### src/rtl/demux_1to2_buffered_pkg.sv
// Shared constants for the buffered 1-to-2 word demultiplexer.
package demux_1to2_buffered_pkg;
  localparam int DEFAULT_WIDTH = 64;
  localparam int DEFAULT_DEPTH = 2;
endpackage

### src/rtl/demux_1to2_buffered_sync_fifo.sv
// Single-clock FIFO with registered occupancy count; head data reads 0 while empty.
module sync_fifo
  import demux_1to2_buffered_pkg::*;
#(
  parameter int WIDTH = DEFAULT_WIDTH,
  parameter int DEPTH = DEFAULT_DEPTH
) (
  input  logic                     clk,
  input  logic                     reset,
  input  logic                     push,
  input  logic                     pop,
  input  logic [WIDTH-1:0]         data_in,
  output logic [WIDTH-1:0]         data_out,
  output logic [$clog2(DEPTH):0]   count,
  output logic                     full,
  output logic                     empty
);
  localparam int AW = $clog2(DEPTH);
  localparam int CW = AW + 1;
  localparam logic [CW-1:0] FULL_CNT = CW'(DEPTH);

  logic [WIDTH-1:0] r_mem [DEPTH];
  logic [AW-1:0]    r_wr_ptr;
  logic [AW-1:0]    r_rd_ptr;
  logic [CW-1:0]    r_count;
  logic             w_push;
  logic             w_pop;

  // Requests are qualified here so a push into a full or a pop from an
  // empty queue can never corrupt the pointers.
  assign w_push = push && (r_count != FULL_CNT);
  assign w_pop  = pop && (r_count != '0);

  always_ff @(posedge clk) begin
    if (reset) begin
      r_wr_ptr <= '0;
      r_rd_ptr <= '0;
      r_count  <= '0;
    end else begin
      if (w_push) r_wr_ptr <= r_wr_ptr + AW'(1);
      if (w_pop)  r_rd_ptr <= r_rd_ptr + AW'(1);
      case ({w_push, w_pop})
        2'b10:   r_count <= r_count + CW'(1);
        2'b01:   r_count <= r_count - CW'(1);
        default: r_count <= r_count;
      endcase
    end
  end

  always_ff @(posedge clk) begin
    if (!reset && w_push) r_mem[r_wr_ptr] <= data_in;
  end

  assign data_out = (r_count == '0) ? '0 : r_mem[r_rd_ptr];
  assign count    = r_count;
  assign full     = (r_count == FULL_CNT);
  assign empty    = (r_count == '0);
endmodule

### src/rtl/demux_1to2_buffered.sv
// Routes one valid/ready word stream to one of two buffered valid/ready sinks.
module demux_1to2_buffered
  import demux_1to2_buffered_pkg::*;
#(
  parameter int WIDTH = DEFAULT_WIDTH,
  parameter int DEPTH = DEFAULT_DEPTH
) (
  input  logic                   clk,
  input  logic                   reset,
  input  logic                   in_valid,
  output logic                   in_ready,
  input  logic [WIDTH-1:0]       in_data,
  input  logic                   in_sel,
  output logic                   out0_valid,
  input  logic                   out0_ready,
  output logic [WIDTH-1:0]       out0_data,
  output logic                   out1_valid,
  input  logic                   out1_ready,
  output logic [WIDTH-1:0]       out1_data,
  output logic [$clog2(DEPTH):0] out0_count,
  output logic [$clog2(DEPTH):0] out1_count
);
  // Handshake: a transfer happens on a rising edge where valid && ready.
  // in_ready depends only on in_sel and registered occupancy, never on
  // outN_ready, so no combinational path crosses the block.
  logic w_full0, w_full1, w_empty0, w_empty1;
  logic w_push0, w_push1;

  assign in_ready = in_sel ? !w_full1 : !w_full0;
  assign w_push0  = in_valid && in_ready && !in_sel;
  assign w_push1  = in_valid && in_ready && in_sel;

  sync_fifo #(.WIDTH(WIDTH), .DEPTH(DEPTH)) u_fifo0 (
    .clk      (clk),
    .reset    (reset),
    .push     (w_push0),
    .pop      (out0_ready),
    .data_in  (in_data),
    .data_out (out0_data),
    .count    (out0_count),
    .full     (w_full0),
    .empty    (w_empty0)
  );

  sync_fifo #(.WIDTH(WIDTH), .DEPTH(DEPTH)) u_fifo1 (
    .clk      (clk),
    .reset    (reset),
    .push     (w_push1),
    .pop      (out1_ready),
    .data_in  (in_data),
    .data_out (out1_data),
    .count    (out1_count),
    .full     (w_full1),
    .empty    (w_empty1)
  );

  assign out0_valid = !w_empty0;
  assign out1_valid = !w_empty1;
endmodule

### config.mk
export PLATFORM = sky130hd
export DESIGN_NAME = demux_1to2_buffered
export DESIGN_NICKNAME = d
export VERILOG_FILES = /design/src/rtl/demux_1to2_buffered_pkg.sv /design/src/rtl/demux_1to2_buffered_sync_fifo.sv /design/src/rtl/demux_1to2_buffered.sv
export SDC_FILE = /design/constraint.sdc
export NUM_CORES = 1
export LEC_CHECK = 0
export CORE_MARGIN = 1.5
export CORE_UTILIZATION = 50
export CTS_CLUSTER_DIAMETER = 80
export CTS_CLUSTER_SIZE = 30
export DETAILED_ROUTE_END_ITERATION = 8
export PLACE_DENSITY = 0.78
export REMOVE_ABC_BUFFERS = 1
export SLEW_MARGIN = 20
export SYNTH_ARGS = -nofsm -noshare
export SYNTH_HDL_FRONTEND = slang
export SYNTH_SLANG_ARGS = --single-unit
### constraint.sdc
create_clock -name clk -period 9.15 [get_ports clk]
set_input_delay 1.83 -clock clk [delete_from_list [all_inputs] [get_ports clk]]
set_output_delay 1.83 -clock clk [all_outputs]
set_load 0.01 [all_outputs]
Word level (Yosys, flattened, before mapping)
Memory sizes are Yosys's and may differ from the RTL's. A register that Yosys moved wholly into a read port is not among the register bits.
Index checks and enable logic that the tools add are counted.
- register bits: 8
- bits in writable memories: 256
- bits of input ports: 70
- memories kept: 2
- memory list (memory ; depth ; bits a word ; read ports ; clocked after memory_dff ; write ports ; line ; source):
    u_fifo0.r_mem ; 2 ; 64 ; 1 ; 1 ; 1 ; demux_1to2_buffered_sync_fifo.sv:22 ; logic [WIDTH-1:0] r_mem [DEPTH];
    u_fifo1.r_mem ; 2 ; 64 ; 1 ; 1 ; 1 ; demux_1to2_buffered_sync_fifo.sv:22 ;
- add/sub/neg operators: 8
- equality and inequality tests: 8
- mux-type cells: 13
- reductions and logical operators: 21
- operators by type and width (kind ; count):
    2-to-1 mux 64 bit ; 2
    logical AND 1 bit ; 9
    2-to-1 mux 1 bit ; 9
    equality test 2 bit, second input constant ; 4
    case mux 2 bit (2 select lines) ; 2
    nonzero test 2 bit ; 4
    logical NOT 1 bit ; 6
    adder 1 bit, second input constant ; 4
    adder 2 x 1 -> 2 bit, second input constant ; 2
    equality test 2 x 1 -> 1 bit, second input constant ; 2
    logical NOT 2 bit ; 2
    inequality test 2 bit, second input constant ; 2
    subtractor 2 x 1 -> 2 bit, second input constant ; 2

Depth between registers and ports, before layout
Gate-level depths: netlist of the first run.
- word-level depth: 9
- depth in mapped cells: 6
- gate-level depth less buffers: 6

Hierarchy
From an unflattened synthesis of the first run, not the netlist that was laid out.
- cell total of the unflattened synthesis: 597
- area, all modules: 10098.4 um2
- modules (own cells, without submodules) (module ; times used ; cells each ; area an instance (um2) ; seq. area each (um2)):
    sync_fifo ; 2 ; 296 ; 5032.3 ; 3943.8
    demux_1to2_buffered ; 1 ; 5 ; 33.8 ; 0.0

Worst setup path after synthesis of the first run
OpenSTA, ideal clock, no wires.
- path type: input -> register
- start: in reset
- end: mem u_fifo0.r_mem[0][0] in the netlist's numbering (enable)
- setup time: 0.565 ns
- arrival: 6.451 ns
- data required time: 8.585 ns
- path slack: 2.134 ns
- stages on the path: 2
- buffers on the path: 1
- path through: clkbuf_1 > nor3_1
- longest elaborated chain between the ends: 4
- RTL lines (element ; line ; source):
    start, declared ; demux_1to2_buffered.sv:9 ; input logic reset,
    logical NOT 1 bit ; demux_1to2_buffered_sync_fifo.sv:51 ; if (!reset && w_push) r_mem[r_wr_ptr] <= data_in;
    logical AND 1 bit ; demux_1to2_buffered_sync_fifo.sv:51 ;
    2-to-1 mux 1 bit ; demux_1to2_buffered_sync_fifo.sv:51 ;
    2-to-1 mux 1 bit (not written as such) ; demux_1to2_buffered_sync_fifo.sv:51 ;
    end, declared ; demux_1to2_buffered_sync_fifo.sv:22 ;
No other way between the ends.

Worst setup path in the final report of the first run
- start: in in_sel
- end: out in_ready
- longest elaborated chain between the ends: 1
- RTL lines (element ; line ; source):
    start, declared ; demux_1to2_buffered.sv:13 ; input logic in_sel,
    2-to-1 mux 1 bit ; demux_1to2_buffered.sv:29 ; assign in_ready = in_sel ? !w_full1 : !w_full0;
    end, declared ; demux_1to2_buffered.sv:11 ; output logic in_ready,
No other way between the ends.

==> results of run 1 <==
==> registers in the layout, indices dropped and copies added, names as in the netlist, named ones only <==
name              cells
u_fifo0.count         2
u_fifo0.r_mem       128
u_fifo0.r_rd_ptr      1
u_fifo0.r_wr_ptr      1
u_fifo1.count         2
u_fifo1.r_mem       128
u_fifo1.r_rd_ptr      1
u_fifo1.r_wr_ptr      1
==> cell usage after synthesis <==
cell type,count
buf_2,14
mux2i_1,128
and3_1,1
nand3b_1,1
inv_1,6
ha_1,2
a21oi_1,2
nor3_1,1
a32o_1,1
buf_4,12
o21ai_0,4
dfxtp_1,10
nand2b_1,2
nor2_1,140
nand3_1,2
nor2b_1,2
o2bb2ai_1,1
xnor2_1,2
mux2_2,1
or3_1,2
edfxtp_1,256
clkbuf_1,3
xor2_1,4
==> power by group through the flow <==
| stage | sequential (mW) | combinational, mW | clock, mW |
|---|---|---|---|
| 6_report | 1.45 | 1.32 | 0.666 |
| 4_1_cts | 1.45 | 1.34 | 0.678 |
| 3_5_place_dp | 1.47 | 1.33 | 0 |
| 3_3_place_gp | 1.47 | 1.31 | 0 |
| 5_1_grt | 1.45 | 1.41 | 0.722 |
| 2_1_floorplan | 1.53 | 0.586 | 0 |
==> metal layers <==
| layer | routed length (um) | up-vias |
|---|---|---|
| li1 | - | 2580 |
| met1 | 8195 | 2794 |
| met2 | 10730 | 174 |
| met3 | 1233 | 24 |
| met5 | 0 | - |
| met4 | 298 | 0 |
==> logic make-up (layout without fill, tap and decap cells) <==
group / count (synthesis) / count (layout)
flip-flops: 266 / 266
AO/OA/AOI/OAI: 8 / 8
XOR/XNOR: 6 / 6
AND/OR/NAND/NOR: 151 / 151
multiplexers: 129 / 129
adder cells (fa/ha/maj): 2 / 2
buffers and inverters: 35 / 239
==> per-stage QoR <==
stage          setup WS [ps]  hold WS [ps]
3_3_place_gp            4127         485.5
3_5_place_dp            4131         493.8
5_1_grt                 4084         539.6
2_1_floorplan           2211         436.8
4_1_cts                 4120         520.2
6_report                4123         521.8
==> path summary, 6_finish.rpt <==
kind / start / endpoint / slack (ps) / depth (start not counted)
max: in_sel / in_ready / 4120 / 3
min: u_fifo1.r_wr_ptr$_SDFFE_PP0N_ / u_fifo1.r_wr_ptr$_SDFFE_PP0N_ / 520 / 1
max reg2reg: u_fifo1.count[0]$_SDFFE_PP0P_ / u_fifo1.r_mem[1][42]$_DFFE_PP_ / 6450 / 4
min reg2reg: u_fifo1.r_wr_ptr$_SDFFE_PP0N_ / u_fifo1.r_wr_ptr$_SDFFE_PP0N_ / 520 / 1
==> cell type report <==
type,instances,area (um^2),area share
clock buffers,17,340.3,0.02656
clock inverters,5,72.57,0.005664
inverters,6,22.52,0.001758
multi-input cells,296,2057,0.1605
flip-flops and latches,266,7895,0.6162
well taps,265,331.6,0.02588
repair buffers,211,2095,0.1635
==> summary.txt, run 1 <==
number of buffer cells added on primary ports: 204
adder and majority cell fraction of the synthesized area: 0.002480
number of fillers in the final layout: 1379
first-pass iteration count of the detailed router: 4
number of cells in the design after placement: 1044
number of hold-repair buffers added at the cts stage: 0
total power per unit cell area: 267.7 nW/um^2
Leakage Power: 4.053 nW
count of pins over their slew limit: 0
Post-Synthesis Mean Instance Area: 16.90 um^2
Slowest-stage cell, CP: clkdlybuf4s50_1
width of the chip: 145.1 um
wire length reported by the detailed router: 20460 um
proportion of netlist area held by the largest area contributor: 0.7617
cell taking the most area after synthesis: edfxtp_1
Via density: 5.227
maximum buffer depth of the clock tree: 3
Max-Slew Margin vs Limit: 0.2699
number of global-route vias before repair: 6048
setup repair after global routing missed its margin: false
clock buffer count from CTS: 13
maxcap violations: 0
most area-consuming cells after synthesis: edfxtp_1 (76%), mux2i_1 (13%), nor2_1 (5.2%)
core region area: 19650 um^2
final RePlAce weighted congestion: 0.7670
number of distinct library cells after synthesis: 23
part of the total power dissipated in sequential elements: 0.422
dpl hpwl: 12340 um
required time of the critical path: 7320 ps
Remaining DRCs: 0
initial antenna violation count: 0
Most Frequent Cell on Critical Path: clkdlybuf4s50_1
kind of end point of the critical path: primary output
final setup violating endpoints: 0
complex-gate fraction of the synthesized area: 0.004835
Synth Area in XOR/XNOR: 0.005207
Synth Instances: 597
total track usage: 0.1924
flip-flop and latch count after synthesis: 266
most common library cell in the layout ignoring fill and taps: edfxtp_1
power consumption: 3.430 mW
CP top delay family: buffers and inverters
layout cell share with drive strength beyond 1: 0.04245
total setup buffers inserted after CTS: 0
H-tree level count: 1
met2 Track Usage GR: 0.3538
sequential cell area fraction in the yosys report: 0.7816
net switching share of the total power: 0.3118
final hold violations: 0
kind of critical path: in -> out
Setup crit start kind: input pin
DIE HEIGHT: 145.1 um
met3 usage: 0.04151
commonest cells after routing, fill and taps aside: edfxtp_1 (256), clkdlybuf4s50_1 (204), nor2_1 (136)
Post-CTS Resized: 0
fin area: 12810 um^2
CTS Sinks: 266
power share of the clock group: 0.194
Hold WC Path Type: reg -> reg
area of the die: 21050 um^2
clock tree from TritonCTS: yes
starting density of the core: 0.5135
combinational share of power: 0.384
post-layout instance count excluding filler cells: 1066
Fmax: 0.1989 GHz
status: completed
Worst-Skew Late Latency: 490 ps
Worst Skew: 19.62 ps
CP bufs+invs: 2
CTS Root Cell: clkbuf_16
antenna cell count: 0
post-synthesis mux area share: 0.1281
number of core rows: 51
slew of the pin with the lowest slew margin: 1095 ps
Placed Area: 12400 um^2
remaining global-route overflow: 0
internal power consumption: 2.360 mW
WL per Instance: 19.19 um
final core utilization: 0.6520
crit share post-route: 0.5494
pin count of the biggest net entering global routing: 66
biggest cell delay along the critical path: 540 ps
peak supply drop: 0.2905 mV
worst path arrival time: 3200 ps
clock slew at the register clock pins of the worst setup and hold paths: 90 ps
switching power total: 1.069 mW
Cell Area, Synth: 10090 um^2
synth-to-layout area growth: 26.96%
total number of vias: 5572
number of DRC markers in iteration 0: 360
antenna violation net count after detailed routing: 0
number of ports placed on the die boundary: 205
cell breakdown of the critical path: clkdlybuf4s50_1 > mux2_2 > clkdlybuf4s50_1
post-layout minimum cycle time: 5027 ps
synthesized-area fraction occupied by and/or/nand/nor cells: 0.05864
most used routing layer: met2
largest fanout on the critical path: 5
final net count: 866
global-route wire length before repair: 31830 um
combinational family with the most area after synthesis: multiplexers
final-layout setup total negative slack: 0 ps
met1 Track Usage GR: 0.2324
number of warning messages in the yosys log: 0
Power figures use the tool's default switching activity.
==> run 2: changes to the inputs <==
==> constraint.sdc (replaced) <==
create_clock -name clk -period 4.8 [get_ports clk]
set_input_delay 0.96 -clock clk [delete_from_list [all_inputs] [get_ports clk]]
set_output_delay 0.96 -clock clk [all_outputs]
set_load 0.01 [all_outputs]
==> summary.txt, run 2 (same netlist as run 1, synthesis figures left out) <==
Via density: 5.120 (-2.1%)
DIE HEIGHT: 145.1 um (unchanged)
synth-to-layout area growth: 26.98% (about the same)
CTS Sinks: 266 (unchanged)
global-route wire length before repair: 31670 um (-0.50%)
clock slew at the register clock pins of the worst setup and hold paths: 110 ps (+20 ps)
number of DRC markers in iteration 0: 336 (-6.7%)
maxcap violations: 0 (unchanged)
fin area: 12810 um^2 (about the same)
worst-case setup slack after placement: 1515 ps (-2616 ps)
antenna violation net count after detailed routing: 0 (unchanged)
initial antenna violation count: 0 (unchanged)
antenna cell count: 0 (unchanged)
worst path arrival time: 2800 ps (-400 ps)
final core utilization: 0.6520 (about the same)
kind of critical path: reg -> out
crit share post-route: 0.7839
worst setup slack for register-to-register paths: 2680 ps (-3770 ps)
Post-CTS Resized: 0 (unchanged)
area of the die: 21050 um^2 (unchanged)
post-layout minimum cycle time: 3763 ps
number of hold-repair buffers added at the cts stage: 0 (unchanged)
layout cell share with drive strength beyond 1: 0.04726 (+0.004817)
total setup buffers inserted after CTS: 0 (unchanged)
Worst Skew: 26.25 ps (+6.631 ps)
total track usage: 0.1914 (-0.001010)
CTS Root Cell: clkbuf_16
number of ports placed on the die boundary: 205 (unchanged)
total number of vias: 5473 (-1.8%)
end of the worst register-to-register path: u_fifo0.r_mem[1][55]$_DFFE_PP_
Remaining DRCs: 0 (unchanged)
width of the chip: 145.1 um (unchanged)
H-tree level count: 1 (unchanged)
Worst-Skew Late Latency: 480 ps (about the same)
WL per Instance: 18.95 um (-1.3%)
total power per unit cell area: 504.9 nW/um^2 (+89%)
setup repair after global routing missed its margin: false
most common library cell in the layout ignoring fill and taps: edfxtp_1
Setup crit start kind: flip-flop
area of the multi-input gates: 2051 um^2 (-0.30%)
kind of end point of the critical path: primary output
register cell area after layout: 7895 um^2 (unchanged)
final RePlAce weighted congestion: 0.7588 (-1.1%)
pin count of the biggest net entering global routing: 66 (unchanged)
clock buffer count from CTS: 13 (unchanged)
starting density of the core: 0.5135 (unchanged)
largest fanout on the critical path: 36 (+31)
post-layout worst setup margin: 1037 ps (-3086 ps)
end of the worst hold path: u_fifo1.r_wr_ptr$_SDFFE_PP0N_
Max-Slew Margin vs Limit: 0.2964 (+0.02643)
Leakage Power: 4.066 nW (+0.31%)
first-pass iteration count of the detailed router: 4 (unchanged)
required time of the critical path: 3840 ps (-3480 ps)
Hold Startpoint: u_fifo1.r_wr_ptr$_SDFFE_PP0N_
Hold Path Depth: 1 (unchanged)
clock tree from TritonCTS: yes
Placed Area: 12430 um^2 (+0.25%)
core region area: 19650 um^2 (unchanged)
remaining global-route overflow: 0 (unchanged)
slew of the pin with the lowest slew margin: 1053 ps (-42.15 ps)
Hold WC Path Type: reg -> reg
dpl hpwl: 12370 um (+0.29%)
number of buffer cells added on primary ports: 204 (unchanged)
reg2reg start: u_fifo0.count[0]$_SDFFE_PP0P_
commonest cells after routing, fill and taps aside: edfxtp_1 (256), clkdlybuf4s50_1 (204), nor2_1 (136)
wire length reported by the detailed router: 20260 um (-0.99%)
depth of the most critical reg-to-reg path: 3 (-1)
final net count: 871 (+0.58%)
Fmax: 0.2658 GHz
final hold violations: 0 (unchanged)
number of core rows: 51 (unchanged)
final setup violating endpoints: 0 (unchanged)
count of pins over their slew limit: 0 (unchanged)
number of global-route vias before repair: 5865 (-3.0%)
peak supply drop: 0.6747 mV (+130%)
largest registers: u_fifo0.r_mem x128, u_fifo1.r_mem x128
maximum buffer depth of the clock tree: 3 (unchanged)
number of fillers in the final layout: 1428 (+3.6%)
status: completed
## run 2: cell count changes in the layout (fill, tap and decap cells not counted), sizes merged
cell / delta
bufinv: -1
buf: +5
inv: -4
clkbuf: -1
clkinv: +4
## run 2: per-stage QoR
| step | setup TNS [ps] | std cells | power [mW] | hold WS (ps) |
|---|---|---|---|---|
| after floorplan | -81230 | 568 | 4.027 | 436.8 |
| after global placement | 0 | 1049 | 5.315 | 485.1 |
| after detailed placement | 0 | 1049 | 5.350 | 494.8 |
| after CTS | 0 | 1069 | 6.526 | 522.6 |
| after global routing | 0 | 1069 | 6.748 | 536.5 |
| final | 0 | 1069 | 6.470 | 525.1 |
## run 2: worst max path at each step
stage,startpoint,endpoint,slack (ps),depth (start not counted)
final,u_fifo0.count[1]$_SDFFE_PP0P_,out0_data[59],1040,4
after global routing,u_fifo0.count[1]$_SDFFE_PP0P_,out0_data[17],870,4
after CTS,u_fifo0.count[1]$_SDFFE_PP0P_,out0_data[59],1040,4
after detailed placement,in_sel,in_ready,1520,3
after global placement,in_sel,in_ready,1520,3
after floorplan,in_sel,u_fifo0.r_mem[0][0]$_DFFE_PP_,-1270,2
## run 2: cell type report
| type | count | share of cell area |
|---|---|---|
| tap | 265 | 0.02587 |
| inverter | 6 | 0.001757 |
| sequential | 266 | 0.6161 |
| timing repair buffer | 216 | 0.1664 |
| multi-input combinational | 296 | 0.1600 |
| clock buffer | 16 | 0.02626 |
| clock inverter | 4 | 0.003613 |
## run 2: report_power, final
group / internal (mW) / switching [mW] / total [mW]
clock network: 0.519 / 0.673 / 1.19
registers: 2.66 / 0.195 / 2.86
logic: 1.26 / 1.16 / 2.42
## run 2: routing by layer
metal / wire [um] / up-vias / global-route usage / part of all wire
met1: 8744 / 2674 / 0.2560 / 0.43
li1: - / 2590 / - / -
met2: 9931 / 184 / 0.3246 / 0.49
met4: 267 / 0 / 0.04439 / 0.013
met3: 1311 / 25 / 0.03931 / 0.065
met5: 0 / - / 0 / 0
## run 2: worst max-delay path: stages, from the launching register on
cell and delay [ps]:
dfxtp_1 390, nor2_4 840, buf_4 450, nor2_1 100, clkdlybuf4s50_1 500
